File: src/rtl/clk_powerdn_ctrl.sv
// Power-down controller: counts idle cycles from the gated domain, drops the clock-gate
// enable after an idle window, and re-enables it on wake with a propagation hold-off.
module clk_powerdn_ctrl #(
   parameter int IDLE_CYCLES = 4,
   parameter int WAKE_CYCLES = 2,
   parameter int CNT_W       = 8
) (
   input  logic             clk,
   input  logic             reset,
   input  logic             busy,
   input  logic             wake_req,
   input  logic             force_on,
   output logic             clkgate_e2r,
   output logic             powered,
   output logic [1:0]       pd_state,
   output logic [CNT_W-1:0] idle_cnt,
   output logic [15:0]      gate_count
);

   typedef enum logic [1:0] {
      S_RUN       = 2'd0,
      S_IDLE_WAIT = 2'd1,
      S_GATED     = 2'd2,
      S_WAKE      = 2'd3
   } pd_state_t;

   localparam logic [CNT_W-1:0] IDLE_LAST = CNT_W'(IDLE_CYCLES - 1);
   localparam logic [CNT_W-1:0] WAKE_LAST = CNT_W'(WAKE_CYCLES - 1);

   pd_state_t        state_q, state_d;
   logic [CNT_W-1:0] cnt_q, cnt_d;
   logic [15:0]      gcnt_q, gcnt_d;
   logic             e2r_q, e2r_d;
   logic             pwr_q, pwr_d;
   logic             activity;

   assign activity = busy | force_on | wake_req;

   always_ff @(posedge clk or posedge reset) begin
      if (reset) begin
         state_q <= S_RUN;
         cnt_q   <= '0;
         gcnt_q  <= '0;
         e2r_q   <= 1'b1;
         pwr_q   <= 1'b1;
      end else begin
         state_q <= state_d;
         cnt_q   <= cnt_d;
         gcnt_q  <= gcnt_d;
         e2r_q   <= e2r_d;
         pwr_q   <= pwr_d;
      end
   end

   always_comb begin
      state_d = state_q;
      cnt_d   = cnt_q;
      gcnt_d  = gcnt_q;
      unique case (state_q)
         S_RUN: begin
            cnt_d = '0;
            if (!activity) state_d = S_IDLE_WAIT;
         end
         S_IDLE_WAIT: begin
            if (activity) begin
               state_d = S_RUN;
               cnt_d   = '0;
            end else if (cnt_q == IDLE_LAST) begin
               state_d = S_GATED;
               cnt_d   = '0;
               if (gcnt_q != 16'hFFFF) gcnt_d = gcnt_q + 16'd1;
            end else begin
               cnt_d = cnt_q + CNT_W'(1);
            end
         end
         S_GATED: begin
            if (activity) begin
               state_d = S_WAKE;
               cnt_d   = '0;
            end
         end
         S_WAKE: begin
            // Inputs are deliberately ignored here so the enable settles before re-gating.
            if (cnt_q == WAKE_LAST) begin
               state_d = S_RUN;
               cnt_d   = '0;
            end else begin
               cnt_d = cnt_q + CNT_W'(1);
            end
         end
         default: begin
            state_d = S_RUN;
            cnt_d   = '0;
         end
      endcase
      // Outputs are registered copies decoded from the next state.
      e2r_d = (state_d != S_GATED);
      pwr_d = (state_d == S_RUN) || (state_d == S_IDLE_WAIT);
   end

   assign clkgate_e2r = e2r_q;
   assign powered     = pwr_q;
   assign pd_state    = state_q;
   assign idle_cnt    = cnt_q;
   assign gate_count  = gcnt_q;

endmodule

File: config.mk
export PLATFORM = sky130hd
export DESIGN_NAME = clk_powerdn_ctrl
export DESIGN_NICKNAME = d
export VERILOG_FILES = /design/src/rtl/clk_powerdn_ctrl.sv
export SDC_FILE = /design/constraint.sdc
export NUM_CORES = 1
export LEC_CHECK = 0
export CORE_ASPECT_RATIO = 0.7
export CORE_MARGIN = 4
export CORE_UTILIZATION = 40
export CTS_CLUSTER_SIZE = 12
export DETAILED_ROUTE_END_ITERATION = 10
export GPL_ROUTABILITY_DRIVEN = 0
export PLACE_DENSITY_LB_ADDON = 0.2
export SLEW_MARGIN = 20
export SYNTH_ARGS = -nofsm -noshare
export SYNTH_HDL_FRONTEND = slang
export SYNTH_SLANG_ARGS = --single-unit
File: constraint.sdc
create_clock -name clk -period 4.81 [get_ports clk]
set_input_delay 0.962 -clock clk [delete_from_list [all_inputs] [get_ports clk]]
set_output_delay 0.962 -clock clk [all_outputs]
set_load 0.05 [all_outputs]
==> metrics, run 1 <==
Initial Util 0.438; prevailing post-synth register cell dfrtp_1; post-synthesis register bit count 28; maximum clock insertion buffer count 2; pwr/cell area ~210 nW/um^2; number of post-CTS setup repair buffers 0; Post-DP Area between 1500 and 2000 um^2; slowest stage delay, CP a little under 0.9 ns; HPWL Detailed between 2000 and 2500 um; Crit path required time slightly below 4 ns; CP Data Arrival Time roughly 1.7 ns; Highest Clock Rate around 0.38 GHz; Seq/Total Area, Yosys 0.487; Avg Inst Size Synth about 10 um^2; clock transition at the registers of the reported paths around 0.090 ns; Final setup viols 0; CTS Sinks 28; Slew Viols, Final 0; synthesized area about 1400 um^2; Async SR Flop Fraction 1.00; critical path type register to primary output; CP cell instances clkdlybuf4s50_1; Tot GR Track Use 0.153; H-tree levels 1; FF-to-FF path depth 6; Post-synth EDFFs 0; port bufs 32; synth warn 0; crit-path leading delay family buffers and inverters; DRC viols 0; Clock Skew 0.00253 ns; Non-Filler Instances ~220; Pleak ~0.76 nW; Slowest cell on crit path clkdlybuf4s50_1; Final Instance Area between 1500 and 2000 um^2; fin crit period approximately 2.7 ns; Design Power slightly below 400 uW; CTS tree yes; Layout fillers around 290; crit-path max FO 11; Critical Path Stages 1; Final Util 0.562; RSZ-0062 raised after global routing false; CTS buffer count 3; routing usage on met3 0.0497; area grow syn2layout 28.5%; Clock Root Buffer clkbuf_8; Buf+Inv Stages, Crit Path 1; grt met1 use 0.241; Top Ports 33; Worst Hold Class register to register; Rel. slew slack 0.611; WL final ~3300 um; capture point of the worst path pd_state[1]; PostCTS Resize Cnt 0; nets 183; Worst Setup SP pd_state[1]; first-pass GRT wire length about 5600 um; DR pass1 iterations 4; vias in the first global route about 1100; share of cells above drive strength 1 0.0805; met2 Use GR 0.201; Post-Syn Nets 149; Core Area 3300 um^2; GRT busiest layer met1; setup TNS 0 ns; Hold Buf Count CTS 0; Reg-to-Reg Start idle_cnt[0]; Die X about 80 um; Tcrit/Tclk final 0.553; status complete, no violations; max cap viols 0; Routed WL per cell about 15 um; Die Ht about 58 um; dpl cells 217; Routed Antenna Nets 0; initial antenna violation count 0; endpoint class of the critical path primary output; VDD IR max around 190 uV; Synth Instances ~140; DR iter-0 viols 86; clock latency on the worst-skew pair between 0.2 and 0.3 ns; grt ovf 0; total number of vias 1166; Site Rows 17; die area 4650 um^2; Final Hold Viols 0; DR vias/cell about 5.3; largest net degree at the start of global routing 29; # diodes 0; worst slew pin tran ~0.58 ns; Netlist cell types 34; CP Launch Type register; flop2flop setup slack around 2.8 ns; RR Endpoint gate_count[14]
==> placed cells by master (no fill, tap or decap), types with 2 or more instances in the layout <==
cell	count
clkbuf_8	3
nor4_1	4
clkdlybuf4s50_1	32
nand3_1	13
nor4_2	2
and3_1	3
dfstp_2	2
and2_1	3
nand2_1	15
xor2_1	3
ha_1	3
nor3_1	2
xnor2_1	14
a31oi_1	2
dfrtp_1	26
nand4_1	6
a21oi_1	2
a21o_1	2
inv_1	3
a22o_1	2
nand3b_1	2
nor2b_1	2
o21ai_0	8
nor2_1	8
==> registers in the layout, indices dropped and copies added, names as in the netlist <==
register,cells
gate_count,16
idle_cnt,8
pd_state,2
clkgate_e2r,1
powered,1
==> cells by family after synthesis <==
kind of cell / Yosys count / synth area share
simple gates: 66 / 0.268
flops: 28 / 0.487
compound gates: 18 / 0.0815
xor+xnor: 17 / 0.103
buf+inv: 7 / 0.0191
fa+ha+maj: 3 / 0.0260
mux: 2 / 0.0147
==> power breakdown <==
group | switching (mW) | total (mW) | internal [mW] | leakage (nW)
clock | 0.0697 | 0.129 | 0.0594 | 0.0228
sequential | 0.00203 | 0.238 | 0.236 | 0.384
combinational | 0.0115 | 0.0183 | 0.00678 | 0.354
==> area by class of cell <==
cell class	count	area, um^2	share of cell area
multi-input cells	106	712	0.384
repair buffers	32	320	0.173
flip-flops and latches	28	703	0.379
clock buffers	4	45.0	0.0243
inverters	4	15.0	0.00810
well taps	47	58.8	0.0317
==> metrics by stage <==
step                      hold WS [ns]  setup slack (ns)
after floorplan                  0.791              2.56
after detailed placement         0.492              1.85
after global routing             0.540              2.00
final                            0.506              2.15
after CTS                        0.510              2.13
after global placement           0.491              1.91
==> worst min path at each step <==
stage | from | to | slack, ns | cells after the start
3_5_place_dp | gate_count[15] | gate_count[15] | 0.49 | 1
5_1_grt | gate_count[15] | gate_count[15] | 0.54 | 1
2_1_floorplan | idle_cnt[1] | idle_cnt[1] | 0.79 | 2
6_report | gate_count[15] | gate_count[15] | 0.51 | 1
4_1_cts | gate_count[15] | gate_count[15] | 0.51 | 1
3_3_place_gp | gate_count[15] | gate_count[15] | 0.49 | 1
==> cells in the mapped netlist (all sizes together) (2+ instances only) <==
master / instances / area share
a21o: 2 / 0.010
a21oi: 2 / 0.0069
a22o: 2 / 0.012
a31oi: 2 / 0.0087
and2: 3 / 0.013
and3: 3 / 0.013
clkbuf: 2 / 0.0052
dfrtp: 26 / 0.45
dfstp: 2 / 0.036
ha: 3 / 0.026
inv: 4 / 0.010
nand2: 15 / 0.039
nand3: 13 / 0.045
nand3b: 2 / 0.010
nand4: 7 / 0.035
nor2: 8 / 0.021
nor2b: 2 / 0.0087
nor3: 3 / 0.014
nor3b: 2 / 0.014
nor4: 7 / 0.049
o21ai: 8 / 0.028
xnor2: 14 / 0.085
xor2: 3 / 0.018
==> layer usage <==
metal,wire length (um),part of all wire,up-vias
met5,0,0,-
li1,-,-,569
met2,1330,0.41,27
met3,184,0.057,2
met1,1730,0.53,568
met4,7,0.0022,0
Power figures use the tool's default switching activity.
==> inputs of run 2 (changes only) <==
- clock period: 4.81 -> 2.75 ns (I/O delays scaled with it)
==> metrics, run 2 (synthesis results as in run 1) <==
status complete, no violations; CP Data Arrival Time around 2.5 ns; CP Launch Type primary input; CTS Sinks 28; max cap viols 0; Hold WS 0.504 ns; H-tree levels 1; pwr/cell area 373 nW/um^2; DR vias/cell 5.22; Tot GR Track Use 0.159; Worst Hold Class register to register; Initial Util 0.438; sequential power share 0.594; HPWL Detailed between 2000 and 3000 um; port bufs 32; most frequent cells in the layout clkdlybuf4s50_1, dfrtp_1, nand2_1; largest net degree at the start of global routing 18; Rel. slew slack 0.576; CTS tree yes; FF/Latch Area around 700 um^2; Tcrit/Tclk final 0.834; nets 185; first-pass GRT wire length ~5700 um; setup TNS 0 ns; Die Ht just under 60 um; Clock Skew between 0.002 and 0.003 ns; Routed WL per cell 14.7 um; Final Hold Viols 0; Crit path required time just under 3 ns; die area roughly 4600 um^2; PostCTS Resize Cnt 0; maximum clock insertion buffer count 2; grt ovf 0; dpl ws roughly 0.16 ns; WL final roughly 3300 um; number of post-CTS setup repair buffers 0; endpoint class of the critical path register; # diodes 0; Site Rows 17; Pleak slightly below 0.8 nW; Hold Buf Count CTS 0; Clock Power Share 0.358; post-route worst setup slack approximately 0.46 ns; Layout fillers between 200 and 300; Final setup viols 0; Die X approximately 80 um; clock latency on the worst-skew pair between 0.2 and 0.3 ns; Internal 554 uW; worst slew pin tran between 0.6 and 0.7 ns; Switching Share 0.209; Core Area between 3000 and 4000 um^2; max reg flops 16; Comb power frac 0.048; area grow syn2layout 30.3%; switching power ~150 uW; Clock Root Buffer clkbuf_8; Slew Viols, Final 0; total number of vias 1164; initial antenna violation count 0; Highest Clock Rate roughly 0.44 GHz; DRC viols 0; commonest non-fill, non-tap cell in the layout clkdlybuf4s50_1; clock transition at the registers of the reported paths 0.09 ns; DR pass1 iterations 4; vias in the first global route about 1100; RSZ-0062 raised after global routing false; share of cells above drive strength 1 0.0909; fin crit period 2.29 ns; VDD IR max 242 uV; crit-path max FO 3; CTS buffer count 3; Top Ports 33; Routed Antenna Nets 0; Multi-input gate area around 700 um^2; critical path type primary input to register; DR iter-0 viols between 80 and 90
run 2: cell count changes in the layout (fill, tap and decap cells not counted):
cell      delta
inv_2        -1
clkbuf_8     +1
inv_1        +1
buf_4        +2
clkbuf_1     -1
run 2: final timing paths:
check | depth (start not counted) | from | slack [ns] | endpoint
min in group asynchronous | 2 | reset | 0.65 | idle_cnt[7]
max reg2reg | 6 | idle_cnt[0] | 0.62 | gate_count[14]
min reg2reg | 1 | gate_count[15] | 0.50 | gate_count[15]
max | 6 | force_on | 0.46 | gate_count[14]
max in group asynchronous | 3 | reset | 1.49 | gate_count[11]
min | 1 | gate_count[15] | 0.50 | gate_count[15]
run 2: per-stage QoR:
step | power [mW] | area [um^2] | std cells | utilization
after floorplan | 0.443 | 1440 | 141 | -
after global placement | 0.458 | 1820 | 219 | 0.553
after detailed placement | 0.459 | 1820 | 219 | 0.553
after CTS | 0.713 | 1880 | 223 | 0.570
after global routing | 0.731 | 1880 | 223 | 0.570
final | 0.701 | 1880 | 223 | 0.570
run 2: power groups by stage:
| stage | Combinational [mW] | Sequential [mW] | Clock, mW |
|---|---|---|---|
| after floorplan | 0.0147 | 0.428 | 0 |
| after global placement | 0.0341 | 0.424 | 0 |
| after detailed placement | 0.0343 | 0.424 | 0 |
| after CTS | 0.0344 | 0.416 | 0.262 |
| after global routing | 0.0375 | 0.417 | 0.276 |
| final | 0.0336 | 0.416 | 0.251 |
run 2: metal layers:
layer	part of all wire	track usage	vias to the layer above
met4	0.012	0.0458	0
met1	0.51	0.235	555
met2	0.41	0.226	32
met5	0	0	-
li1	-	-	573
met3	0.061	0.0450	4
run 2: area by class of cell:
type	instances	area share
Clock buffer	4	0.0293
Inverter	4	0.00799
Multi-Input combinational cell	106	0.379
Sequential cell	28	0.374
Tap cell	47	0.0313
Timing Repair Buffer	34	0.178
run 2: worst max-delay path: stages:
cell,delay [ns]
clkdlybuf4s50_1,0.46
nor4_2,0.39
nand4_2,0.19
nor4_2,0.47
nor3b_2,0.27
xor2_1,0.16
